===== config.mk =====
export PLATFORM = sky130hd
export DESIGN_NAME = cc_stack
export DESIGN_NICKNAME = d
export VERILOG_FILES = /design/src/rtl/cc_stack_pkg.sv /design/src/rtl/cc_cond.sv /design/src/rtl/cc_stack.sv
export SDC_FILE = /design/constraint.sdc
export NUM_CORES = 1
export LEC_CHECK = 0
export ABC_CLOCK_PERIOD_IN_PS = 2400
export CORE_ASPECT_RATIO = 0.8
export CORE_UTILIZATION = 50
export DETAILED_ROUTE_END_ITERATION = 12
export GPL_TIMING_DRIVEN = 0
export PLACE_DENSITY = 0.74
export SLEW_MARGIN = 20
export SYNTH_ARGS = -nofsm -noshare
export SYNTH_HDL_FRONTEND = slang
export SYNTH_HIERARCHICAL = 1
export SYNTH_SLANG_ARGS = --single-unit

===== constraint.sdc =====
create_clock -name clock -period 2.4 [get_ports clock]
set_input_delay 0.48 -clock clock [delete_from_list [all_inputs] [get_ports clock]]
set_output_delay 0.48 -clock clock [all_outputs]
set_load 0.03 [all_outputs]

===== src/rtl/cc_stack_pkg.sv =====
// Shared definitions for the condition-code stack: flag bit positions and the
// Y86 jXX/cmovXX function codes used by the optional condition decoder.
package cc_stack_pkg;

  localparam int CC_ZF = 0;
  localparam int CC_SF = 1;
  localparam int CC_OF = 2;
  localparam int CC_CF = 3;

  typedef enum logic [3:0] {
    C_YES = 4'd0,
    C_LE  = 4'd1,
    C_L   = 4'd2,
    C_E   = 4'd3,
    C_NE  = 4'd4,
    C_GE  = 4'd5,
    C_G   = 4'd6
  } ifun_e;

endpackage


===== src/rtl/cc_cond.sv =====
// Combinational Y86 condition decode from ZF/SF/OF and a jXX/cmovXX function code.
// Used by cc_stack only when CC_COND_EVAL_EN is defined.
module cc_cond
  import cc_stack_pkg::*;
(
  input  logic       zf,
  input  logic       sf,
  input  logic       of,
  input  logic [3:0] ifun,
  output logic       cond
);

  logic lt;
  assign lt = sf ^ of;

  always_comb begin
    cond = 1'b0;
    case (ifun)
      C_YES:   cond = 1'b1;
      C_LE:    cond = lt | zf;
      C_L:     cond = lt;
      C_E:     cond = zf;
      C_NE:    cond = ~zf;
      C_GE:    cond = ~lt;
      C_G:     cond = ~lt & ~zf;
      default: cond = 1'b0;
    endcase
  end

endmodule


===== src/rtl/cc_stack.sv =====
// Condition-code register with a LIFO checkpoint stack for interrupt/call save-restore.
// Define CC_COND_EVAL_EN to add the ifun input and the cond output (cc_cond decoder).
module cc_stack
  import cc_stack_pkg::*;
#(
  parameter  int CC_W  = 4,
  parameter  int DEPTH = 8,
  localparam int PTR_W = $clog2(DEPTH + 1)
) (
  input  logic             clock,
  input  logic             reset,
  input  logic [CC_W-1:0]  new_cc,
  input  logic             set_cc,
  input  logic             push,
  input  logic             pop,
`ifdef CC_COND_EVAL_EN
  input  logic [3:0]       ifun,
  output logic             cond,
`endif
  output logic [CC_W-1:0]  cc,
  output logic [PTR_W-1:0] level,
  output logic             full,
  output logic             empty,
  output logic             err
);

  localparam int IDX_W = (DEPTH > 1) ? $clog2(DEPTH) : 1;

  logic [CC_W-1:0]  cc_q, cc_d;
  logic [PTR_W-1:0] level_q, level_d;
  logic             err_q, err_d;
  logic [CC_W-1:0]  stack_q [DEPTH-1:0];

  logic             wr_en;
  logic [IDX_W-1:0] wr_idx;
  logic [IDX_W-1:0] top_idx;
  logic [IDX_W-1:0] lvl_idx;

  assign full    = (level_q == PTR_W'(DEPTH));
  assign empty   = (level_q == '0);
  assign top_idx = IDX_W'(level_q - PTR_W'(1));
  assign lvl_idx = IDX_W'(level_q);

  // pop outranks set_cc; the stack entry written on push always holds the pre-edge cc
  always_comb begin
    cc_d    = cc_q;
    level_d = level_q;
    err_d   = err_q;
    wr_en   = 1'b0;
    wr_idx  = lvl_idx;
    if (pop) begin
      if (!empty) begin
        cc_d = stack_q[top_idx];
        if (push) begin
          wr_en  = 1'b1;
          wr_idx = top_idx;
        end else begin
          level_d = level_q - PTR_W'(1);
        end
      end else begin
        err_d = 1'b1;
        if (set_cc) cc_d = new_cc;
      end
    end else begin
      if (set_cc) cc_d = new_cc;
      if (push) begin
        if (!full) begin
          wr_en   = 1'b1;
          level_d = level_q + PTR_W'(1);
        end else begin
          err_d = 1'b1;
        end
      end
    end
  end

  always_ff @(posedge clock) begin
    if (reset) begin
      cc_q    <= '0;
      level_q <= '0;
      err_q   <= 1'b0;
    end else begin
      cc_q    <= cc_d;
      level_q <= level_d;
      err_q   <= err_d;
    end
  end

  // Contents are meaningless after reset because level returns to 0.
  always_ff @(posedge clock) begin
    if (!reset && wr_en) stack_q[wr_idx] <= cc_q;
  end

  assign cc    = cc_q;
  assign level = level_q;
  assign err   = err_q;

`ifdef CC_COND_EVAL_EN
  cc_cond u_cc_cond (
    .zf   (cc_q[CC_ZF]),
    .sf   (cc_q[CC_SF]),
    .of   (cc_q[CC_OF]),
    .ifun (ifun),
    .cond (cond)
  );
`endif

endmodule


Word-level counts from Yosys, hierarchy flattened. Memory sizes are Yosys's and may differ from the RTL's. Index checks and enable logic that the tools add are counted.

Bits in registers: 9. RAM bits: 32. Bits of input ports: 9. Output and inout bits: 11. Logic and storage cells: 40. Memories kept: 1.

Memories: stack_q (depth 8, bits a word 4, read ports 1, clocked after memory_dff 0, write ports 1, line cc_stack.sv:32) `logic [CC_W-1:0] stack_q [DEPTH-1:0];`.

Add/subtract/negate cells: 2. Equal/unequal tests: 5. Multiplexer cells: 22. Reductions and logical operators: 7.

Operators with widths (count): $mux W4 (8); $mux W1 (11); $mux W3 (3); $ne A2 B2 Y1 const B (3); $add A4 B1 Y4 const B (1); $eq A4 B4 Y1 const B (1); $logic_not A4 Y1 (1); $reduce_and A4 Y1 (1); $reduce_bool A2 Y1 (2); $sub A4 B1 Y4 const B (1); $reduce_and A3 Y1 (1); $ne A2 B1 Y1 const B (1); $logic_and A1 B1 Y1 (1); $logic_not A1 Y1 (1).

Depth between registers and ports, before layout.
Depth in word-level cells: 7. Depth in mapped cells: 8.

Worst setup path after synthesis. No wires, ideal clock.

Kind: reg2reg. Start point: register level_q[0], in the netlist level[0]. End point: memory stack_q[3][0] (enable). Setup time: 372 ps. Arrival: 2883 ps. Path slack: -855 ps. Cell stages (with the launch flop): 8. Buffers on the path: 2. Clock period less this slack: 3255 ps. Path through: dfxtp_1 clkbuf_1 inv_2 ha_1 buf_6 nor3b_1 o311ai_0 a211oi_1.

RTL lines: start: declaration (line cc_stack.sv:30) `logic [PTR_W-1:0] level_q, level_d;`; start signal: assignment (line cc_stack.sv:84) `level_q <= level_d;`; $logic_not A4 Y1 (*) (line cc_stack.sv:40) `assign empty = (level_q == '0);`; via empty (line cc_stack.sv:23) `output logic empty,`; $mux W1 (line cc_stack.sv:52) `if (!empty) begin`; $mux W1 (line cc_stack.sv:51) `if (pop) begin`; $logic_and A1 B1 Y1 (line cc_stack.sv:91) `if (!reset && wr_en) stack_q[wr_idx] <= cc_q;`; $mux W1 (line cc_stack.sv:91); $mux W1 (implied by the code) (line cc_stack.sv:91); end: declaration (line cc_stack.sv:32).

The timed path passes the listed nets; every way through them passes the cells marked *.

Worst setup path in the final report.
Start point: register level_q[1], in the netlist level[1]. End point: memory stack_q[6][1] (enable).

Longest elaborated chain between the ends: 7.

RTL lines: $eq A4 B4 Y1 (line cc_stack.sv:39) `assign full = (level_q == PTR_W'(DEPTH));`; $mux W1 (line cc_stack.sv:67) `if (!full) begin`; $mux W1 (line cc_stack.sv:66) `if (push) begin`; $mux W1 (line cc_stack.sv:51); $logic_and A1 B1 Y1 (line cc_stack.sv:91); $mux W1 (line cc_stack.sv:91); $mux W1 (implied by the code) (line cc_stack.sv:91).

Parallel ways exist; a longest one is shown, timed or not.

==> results.toml <==
[sta]
fin_worst_skew_ps = 7.07
slew_violations = 0
grt_setup_unrepaired = "yes"
hold_violations = 0
clock.fmax_mhz = 427
layout_worst_path_cycle_share_pct = 97.5
setup_viol = 0
min_period_ps = 2340
tightest_slew_ps = 602
slew_headroom_pct = 59.8

[placement]
place.gp.congestion = 0.836
dpl.hpwl_um = 2760
placedCellCount = 216
portBuffers = 17

[synthesis]
yosysWarnings = 6
synth_top_cell_by_area = "edfxtp_1"
synth-seq-cells = 41
synth_commonest_cells = "edfxtp_1 (32), nor2_1 (14), dfxtp_1 (9)"
synth_cells = 144
avgSynthCellArea_um2 = 13.7
syn-cell-area_um2 = 1970
yosysMostFrequentCell = "edfxtp_1"
netlist_top_cells_area = "edfxtp_1 (49%), dfxtp_1 (9.1%), mux4_1 (6.7%), mux4_2 (3.4%), nor2_1 (2.7%)"
synth-edff-count = 32
syn_nets = 157
synth_cell_types = 38
ys.flop_type = "edfxtp_1"
synth_top_area_share_pct = 48.7
ys_seq_area_share_pct = 57.9
async_reset_ff_share_pct = 0

[global_routing]
grt_pass1_vias = 1223
grt_pass1_wl_um = 6280
grt_overflow = 0
grt_max_degree = 14
antenna_found_initial = 0
grt_usage_pct = 21.1

[detailed_routing]
vias_per_cell = 5.54
dr_total_vias = 1251
wire_per_inst_um = 17.4
drc = 0
drt_iter0_markers = 128
drt-total-wl_um = 3940
ant_nets = 0
drtPass1Iterations = 4

[power_and_ir_drop]
vdd_drop_max_uv = 546
p_leak_uw = 0.000832
p_per_area_nw_per_um2 = 1070
power_uw = 2570

[finish]
insertedDiodeCount = 0
instances_no_fill = 226
final_nets = 183
area_delta_synth_final_pct = 21.8
drive_above_1_share_pct = 21.6

[clocking]
clock_latency_ps = 290
cts.sinks = 41
clk_root_buffer_cell = "clkbuf_8"
htreeDepth = 2
hold_buffers = 0
cts_buffers = 5
clk_pin_slew_ps = 80
clk_path_buf_depth = 2
cts_tree = "done"

[run_status]
status = "finished, final reports clean"

[flow_run]
maxCapViolCount = 0

[floorplan]
core_um2 = 3780
start_util_pct = 52.2
die_h_um = 58.2
ios = 20
fp-row-count = 20
fp.dieArea_um2 = 4200
die_x_um = 72.2

[worst_setup_path]
arrival_ps = 2290
cp_slowest_stage_delay_ps = 450
crit_path_start_kind = "flop"
slowest_stage = "dfxtp_1"
path_cells = "inv_1, ha_1, buf_6, nor3b_4, o21ai_0, o311ai_2, nor2_1"
required_ps = 2350
path_class = "flop to flop"
end_kind = "flop"
crit_fanout = 10

[worst_hold_path]
min_path_type = "flop to flop"
worst max-delay path, delay by kind of cell (launching register included):
family	cells	cell delay, ps
adder cells (fa/ha/maj)	1	220
buffers and inverters	2	290
AO/OA/AOI/OAI	2	480
AND/OR/NAND/NOR	2	550
flip-flops	1	450
final cells by class:
type                            instances  area (µm²)
Tap cell                               55        68.8
Inverter                                8        37.5
Timing Repair Buffer                   20         188
Buffer                                  6        32.5
Fill cell                             280        1380
Sequential cell                        41        1140
Clock inverter                          3        41.3
Clock buffer                            5        68.8
Multi-Input combinational cell         88         820
metal layers:
layer	track usage, %	wire length [µm]	part of all wire [%]
met3	5.39	256	6.5
met5	0	0	0
met4	7.84	17	0.43
met1	30.1	1820	46
met2	31.5	1850	47
report_power, final:
| group | switching, µW | internal, µW |
|---|---|---|
| Combinational | 566 | 480 |
| Clock | 234 | 306 |
| Sequential | 107 | 881 |
| Total | 907 | 1670 |
stage by stage:
| step | TNS [ps] | utilization, % | cell area [µm²] | hold slack [ps] | setup slack, ps |
|---|---|---|---|---|---|
| global route | -270 | 63.5 | 2400 | 542 | -40.3 |
| CTS | -24.5 | 62.5 | 2360 | 489 | -24.5 |
| finish | 0 | 63.5 | 2400 | 482 | 59.1 |
| floorplan | 0 | - | 2000 | 603 | 39.6 |
| detailed placement | -9910 | 59.3 | 2240 | 471 | -414 |
| global placement | -7530 | 59.3 | 2240 | 454 | -371 |
flip-flops by register name, summed over array words and instances (netlist names):
signal and cells:
cc 4, err 1, level 4, stack_q 32
cells by family (layout without fill, tap and decap cells):
logic type      after synthesis  in the layout  synth area share, %
flops                        41             41                 57.9
simple gates                 32             32                 8.19
xor+xnor                      5              5                 3.17
mux                          17             17                 14.9
fa+ha+maj                     4              4                 2.54
compound gates               30             30                 10.1
buf+inv                      15             42                 3.24
placed cells by master, fill, tap and decap left out, types with 2 or more instances in the layout:
cell              n
xor2_1            2
edfxtp_1         32
mux4_1            4
clkdlybuf4s50_1  15
dfxtp_1           8
o311ai_2          2
and2_1            2
clkbuf_8          5
o21a_1            4
o21ai_0           6
clkbuf_2          2
buf_4             3
mux4_2            4
nor2_1           10
nor2_2            4
a21oi_1           6
o21ai_1           2
buf_1             2
mux2i_1           5
inv_1             6
xnor2_1           2
nor3_1            2
nand2_1           3
a211oi_1          3
mux2_2            4
ha_1              3
nand2b_1          4
path summary, 6_finish.rpt:
| check | from | cells past startpoint | endpoint | slack (ps) |
|---|---|---|---|---|
| max | level[1] | 7 | stack_q[6][1] | 60 |
| min | err | 2 | err | 480 |
| max reg2reg | level[1] | 7 | stack_q[6][1] | 60 |
| min reg2reg | err | 2 | err | 480 |
timing repair:
action,CTS,global route
setup endpoints to repair,26,38
buffers inserted,1,2
resized for setup,9,13
Power figures use the tool's default switching activity.
